`src/rtl/serial_rx_frame.sv`:
```
// serial_rx_frame: LSB-first serial frame receiver (start, N data bits,
// optional even parity, stop) with an enable qualifier on every bit.
module serial_rx_frame #(
  parameter int N         = 4,
  parameter int PARITY_EN = 1
) (
  input  logic         Clock,
  input  logic         Reset,
  input  logic         En,
  input  logic         Sin,
  output logic [N-1:0] Dout,
  output logic         Valid,
  output logic         PErr,
  output logic         FErr,
  output logic         Busy,
  output logic [7:0]   FrameCnt
);

  localparam int CW = $clog2(N);

  localparam logic [1:0] S_IDLE   = 2'd0;
  localparam logic [1:0] S_DATA   = 2'd1;
  localparam logic [1:0] S_PARITY = 2'd2;
  localparam logic [1:0] S_STOP   = 2'd3;

  logic [1:0]    r_state;
  logic [CW-1:0] r_bitcnt;
  logic [N-1:0]  r_shift;
  logic          r_perr_pend;
  logic [N-1:0]  r_dout;
  logic          r_valid;
  logic          r_perr;
  logic          r_ferr;
  logic          r_busy;
  logic [7:0]    r_framecnt;

  logic          w_last_bit;
  logic          w_par_err;

  assign w_last_bit = (r_bitcnt == CW'(N - 1));
  // Even parity: all data bits XOR the parity bit must come out zero.
  assign w_par_err  = (^r_shift) ^ Sin;

  // Frame FSM, shift register and registered status outputs.
  // Data bits enter at the MSB and shift down, so after N bits the first
  // received bit sits in bit 0, i.e. bit k lands at index k.
  always_ff @(posedge Clock) begin
    if (Reset) begin
      r_state     <= S_IDLE;
      r_bitcnt    <= '0;
      r_shift     <= '0;
      r_perr_pend <= 1'b0;
      r_dout      <= '0;
      r_valid     <= 1'b0;
      r_perr      <= 1'b0;
      r_ferr      <= 1'b0;
      r_busy      <= 1'b0;
      r_framecnt  <= 8'd0;
    end else begin
      r_valid <= 1'b0;
      r_ferr  <= 1'b0;
      if (En) begin
        case (r_state)
          S_IDLE: begin
            if (!Sin) begin
              r_state     <= S_DATA;
              r_bitcnt    <= '0;
              r_perr_pend <= 1'b0;
              r_busy      <= 1'b1;
            end
          end
          S_DATA: begin
            r_shift  <= {Sin, r_shift[N-1:1]};
            r_bitcnt <= r_bitcnt + 1'b1;
            if (w_last_bit) begin
              r_state <= (PARITY_EN != 0) ? S_PARITY : S_STOP;
            end
          end
          S_PARITY: begin
            r_perr_pend <= w_par_err;
            r_state     <= S_STOP;
          end
          default: begin
            // Stop bit: good stop publishes the word, bad stop only flags.
            r_state <= S_IDLE;
            r_busy  <= 1'b0;
            if (Sin) begin
              r_dout  <= r_shift;
              r_valid <= 1'b1;
              r_perr  <= r_perr_pend;
              if (!r_perr_pend) begin
                r_framecnt <= r_framecnt + 8'd1;
              end
            end else begin
              r_ferr <= 1'b1;
            end
          end
        endcase
      end
    end
  end

  assign Dout     = r_dout;
  assign Valid    = r_valid;
  assign PErr     = r_perr;
  assign FErr     = r_ferr;
  assign Busy     = r_busy;
  assign FrameCnt = r_framecnt;

endmodule

```
`config.mk`:
```
export PLATFORM = sky130hd
export DESIGN_NAME = serial_rx_frame
export DESIGN_NICKNAME = d
export VERILOG_FILES = /design/src/rtl/serial_rx_frame.sv
export SDC_FILE = /design/constraint.sdc
export NUM_CORES = 1
export LEC_CHECK = 0
export ABC_AREA = 1
export BUFFER_PORTS_ARGS = -buffer_cell sky130_fd_sc_hd__buf_2
export CORE_ASPECT_RATIO = 1.2
export CORE_MARGIN = 4
export CORE_UTILIZATION = 45
export CTS_CLUSTER_SIZE = 20
export DETAILED_ROUTE_END_ITERATION = 8
export PLACE_DENSITY = 0.66
export SLEW_MARGIN = 20
export SYNTH_ARGS = -nofsm -noshare
export SYNTH_HDL_FRONTEND = slang
export SYNTH_SLANG_ARGS = --single-unit
```
`constraint.sdc`:
```
create_clock -name Clock -period 2.3 [get_ports Clock]
set_input_delay 0.23 -clock Clock [delete_from_list [all_inputs] [get_ports Clock]]
set_output_delay 0.23 -clock Clock [all_outputs]
set_load 0.01 [all_outputs]
```
# Word level (Yosys, flattened, before mapping)

Index checks and enable logic that the tools add are counted.

Multiplexer cells: 11
Bitwise logic cells: 5
Eq/ne operators: 5
$add $sub $neg: 2
Reduce and logical (&&, ||, !) cells: 14

Operators by type and width:

| operator                                            | count |
|---|---|
| AND reduction 3 bit                                 | 5 |
| adder 8 x 1 -> 8 bit, second input constant         | 1 |
| 2-to-1 mux 2 bit                                    | 3 |
| one-hot mux 2 bit (3 select lines)                  | 1 |
| OR reduction 5 bit                                  | 1 |
| equality test 2 bit, second input constant          | 2 |
| 2-to-1 mux 1 bit                                    | 4 |
| != test 2 bit, second input constant                | 2 |
| NOT 1 bit                                           | 4 |
| one-hot mux 1 bit (2 select lines)                  | 2 |
| one-hot mux 2 bit (2 select lines)                  | 1 |
| AND reduction 4 bit                                 | 1 |
| nonzero test 2 bit                                  | 2 |
| XOR reduction 4 bit                                 | 1 |
| OR reduction 3 bit                                  | 1 |
| adder 2 x 1 -> 2 bit, second input constant         | 1 |
| equality test 2 x 1 -> 1 bit, second input constant | 1 |
| logical NOT 2 bit                                   | 1 |
| AND reduction 2 bit                                 | 1 |
| OR reduction 2 bit                                  | 1 |
| XOR 1 bit                                           | 1 |

Bits of input ports: 4
Register bits after elaboration: 25
Word-level logic and storage cells: 47
Output and inout bits: 16

# Logic depth before layout (Yosys ltp)

Word-level depth: 4
Depth in mapped cells: 8
Gate-level depth less buffers: 8

# Least setup slack after synthesis

Ideal clock, no wire load.

Path type: reg2reg
From: register r_state[0]
To: register r_bitcnt[0]
Slack: 0.985 ns
Data required time: 2.184 ns
Buffers on the path: 0
Arrival: 1.199 ns
Stages on the path, launching flop included: 8
Path through: dfxtp_1 -> inv_1 -> ha_1 -> nand2_1 -> nand2_1 -> nor2_1 -> o21ai_0 -> o211a_1

Cells in the longest elaborated chain, start to end: 3
Elaborated cells between the ends (all ways): 6
Classes of those cells: eq/ne (2); mux (1); reduce/logical (3)

Ends and longest elaborated chain:

| element                                                              | line | RTL |
|---|---|---|
| start, declared                                                      | 26   | `logic [1:0] r_state;` |
| start signal, assigned                                               | 76   | `r_state <= (PARITY_EN != 0) ? S_PARITY : S_STOP;` |
| equality test 2 x 1 -> 1 bit or logical NOT 2 bit (tied branches)    | 63   | `case (r_state)` |
| nonzero test 2 bit (no source line) or != test 2 bit (tied branches) | -    |  |
| AND reduction 3 bit (no source line)                                 | -    |  |
| end signal, assigned                                                 | 74   | `r_bitcnt <= r_bitcnt + 1'b1;` |
| end, declared                                                        | 27   | `logic [CW-1:0] r_bitcnt;` |

Several ways; a longest one is shown, not always the timed one.
A chain may end at the register's enable or synchronous reset.

# Worst setup path after layout

From: register r_state[0]
To: register r_perr_pend

Cells in the longest elaborated chain, start to end: 3
Elaborated cells between the ends (all ways): 6
Classes of those cells: eq/ne (2); mux (1); reduce/logical (3)

Ends and longest elaborated chain:

| element                                                              | line | RTL |
|---|---|---|
| equality test 2 bit or logical NOT 2 bit (tied branches)             | 63   |  |
| nonzero test 2 bit (no source line) or != test 2 bit (tied branches) | -    |  |
| AND reduction 3 bit (no source line)                                 | -    |  |
| end signal, assigned                                                 | 80   | `r_perr_pend <= w_par_err;` |
| end, declared                                                        | 29   | `logic r_perr_pend;` |

Several ways; a longest one is shown, not always the timed one.

==> summary.md <==
| Metric | Value |
|---|---|
| Final Hold Fails | `0` |
| Largest net degree at the start of global routing | `19` |
| Final setup violation count | `0` |
| CTS tree | `done` |
| Synthesized Nets | `161` |
| Post-Synth XOR/XNOR Area | `0.759%` |
| Reg2Reg Depth | `7` |
| Fin crit period | `1530 ps` |
| Die footprint | `3440 sq um` |
| # clock sinks | `25` |
| WL final | `2110 microns` |
| Max Cap Viol | `0` |
| Vias in the first global route | `926` |
| Htree depth | `1` |
| Worst-Skew Late Latency | `310 ps` |
| Clock buffer count from CTS | `3` |
| Wire per inst | `10.4 microns` |
| Ant. Diodes | `0` |
| Cell Pwr Density | `600 nW/um^2` |
| Synth Area in Adders | `8.68%` |
| DP Area | `1280 sq um` |
| CP Data Required Time | `2560 ps` |
| Post-route setup TNS | `0 ps` |
| Most frequent cells in the layout | `25 x dfxtp_1, 25 x inv_1, 19 x nand2_1, 19 x o21ai_0, 19 x buf_2` |
| Post-Syn Area | `1150 sq um` |
| Setup Skew | `10.3 ps` |
| I/O Buffers | `19` |
| I/O Pins | `20` |
| Core ar. | `2380 sq um` |
| Synth-to-Final Area Change | `13.4%` |
| Max-slew violation count | `0` |
| Crit. End Element | `flop` |
| Leak pwr | `0.606 nW` |
| Setup bufs post-CTS | `0` |
| Std cell rows | `19` |
| Synth Instances | `149` |
| RSZ-0062 raised after global routing | `no` |
| Global-route wire length before repair | `3710 microns` |
| CTS clk-pin slew, worst paths | `130 ps` |
| Crit start category | `flop` |
| Total GRT Usage | `13.8%` |
| Largest family of logic cells by synthesized area | `simple AND/OR/NAND/NOR gates` |
| Final net count | `184` |
| Register area share after synthesis | `43.4%` |
| Vias | `983` |
| Vias/cell | `4.87` |
| Initial antenna violation count | `0` |
| Unique masters post-synth | `18` |
| Crit path max fanout | `8` |
| Design area | `1310 sq um` |
| Number of buffers added to fix hold violations after cts | `0` |
| Detailed Routing Iterations Pass 1 | `4` |
| Fillers | `238` |
| #FFs+latches synth | `25` |
| Status | `finished, final reports clean` |
| Die W | `54.2 microns` |
| Proportion of layout cells with a drive suffix above 1 | `15.2%` |
| Die height | `63.5 microns` |
| Synth warn | `0` |
| GR Overflow Total | `0` |
| Tot Pwr | `0.000785 W` |
| Critical setup path kind | `flop to flop` |
| WP data arrival | `1780 ps` |
| Mux contribution to synthesized area | `0%` |
| Drc violations | `0` |
| Root buffer cell | `clkbuf_4` |
| Syn Area/Cell | `7.74 sq um` |
| Hold crit path type | `input port to flop` |
| Starting density of the core | `48.5%` |
| Fin crit share | `66.4%` |
| Synth Area in Simple Gates | `21.9%` |
| Worst slew margin | `68.2%` |
| Hold path depth | `2` |
| Synth Area in Compound Gates | `16.7%` |
| Max Root-Sink Buffers | `2` |
| Resized Gates After CTS | `0` |
| Antenna Violating Nets Remaining | `0` |
| Initial DRC count | `17` |
| Max IR drop VDD | `403 uV` |
| Worst Tran Pin Value | `477 ps` |
| DP HPWL | `1620 microns` |
| Max Freq | `0.655 GHz` |
| GP Congestion | `0.864` |
synth_stat cells (all sizes together):
master | n | share of area, %
nor2 | 18 | 6.5
xnor2 | 1 | 0.76
nor3 | 3 | 1.7
a211oi | 1 | 0.65
a21oi | 16 | 6.9
nor3b | 2 | 1.3
dfxtp | 25 | 43
nand3 | 9 | 4.3
o21ai | 19 | 8.2
o211a | 1 | 0.87
buf | 1 | 0.43
ha | 8 | 8.7
inv | 25 | 8.1
nand2 | 19 | 6.2
nand4 | 1 | 1.8
critical path, cell delays in order (launching register included):
cell and delay (ps):
dfxtp_1 430, inv_1 110, ha_1 250, nand2_1 70, nand2_1 150, nor3b_1 250, nand3_1 100, a21oi_1 110
routing by layer:
metal	up-vias	wire, microns	GRT usage [%]
met5	-	0	0
met1	433	1010	18.3
met4	0	12	4.67
li1	528	-	-
met2	20	983	21.9
met3	2	102	2.59
cell families (layout without fill, tap and decap cells):
family,Yosys count,after routing
simple gates,52,52
compound gates,37,37
buf+inv,26,48
flops,25,25
fa+ha+maj,8,8
xor+xnor,1,1
layout make-up:
type / count / area (sq um) / share of cell area [%]
multi-input cells: 98 / 554 / 42.4
flip-flops and latches: 25 / 500 / 38.2
inverters: 25 / 93.8 / 7.17
repair buffers: 19 / 95.1 / 7.27
well taps: 31 / 38.8 / 2.96
clock buffers: 4 / 26.3 / 2.01
report_power, final:
| group | switching, W | internal (W) | leakage (nW) |
|---|---|---|---|
| logic | 0.0000818 | 0.0000452 | 0.389 |
| clock network | 0.000121 | 0.0000676 | 0.0150 |
| registers | 0.0000167 | 0.000453 | 0.202 |
final timing paths:
path	from	slack, ps	end
setup reg to reg	r_state[0]	770	r_perr_pend
hold reg to reg	Dout[1]	450	Dout[1]
setup / recovery	r_state[0]	770	r_perr_pend
hold / removal	Reset	170	r_perr_pend
per-stage QoR:
stage | util, % | hold slack, ps | setup WS, ps | instances
6_report | 55.1 | 173 | 772 | 202
5_1_grt | 55.1 | 171 | 590 | 202
4_1_cts | 55.1 | 167 | 778 | 202
3_5_place_dp | 53.9 | 437 | 797 | 198
3_3_place_gp | 53.9 | 430 | 907 | 198
2_1_floorplan | - | 299 | 985 | 149
registers in the layout, indices dropped and copies added, names as in the netlist:
signal	flops
r_shift	4
FrameCnt	8
Valid	1
r_state	2
FErr	1
Dout	4
r_bitcnt	2
Busy	1
PErr	1
r_perr_pend	1
(Power assumes the default switching activity.)
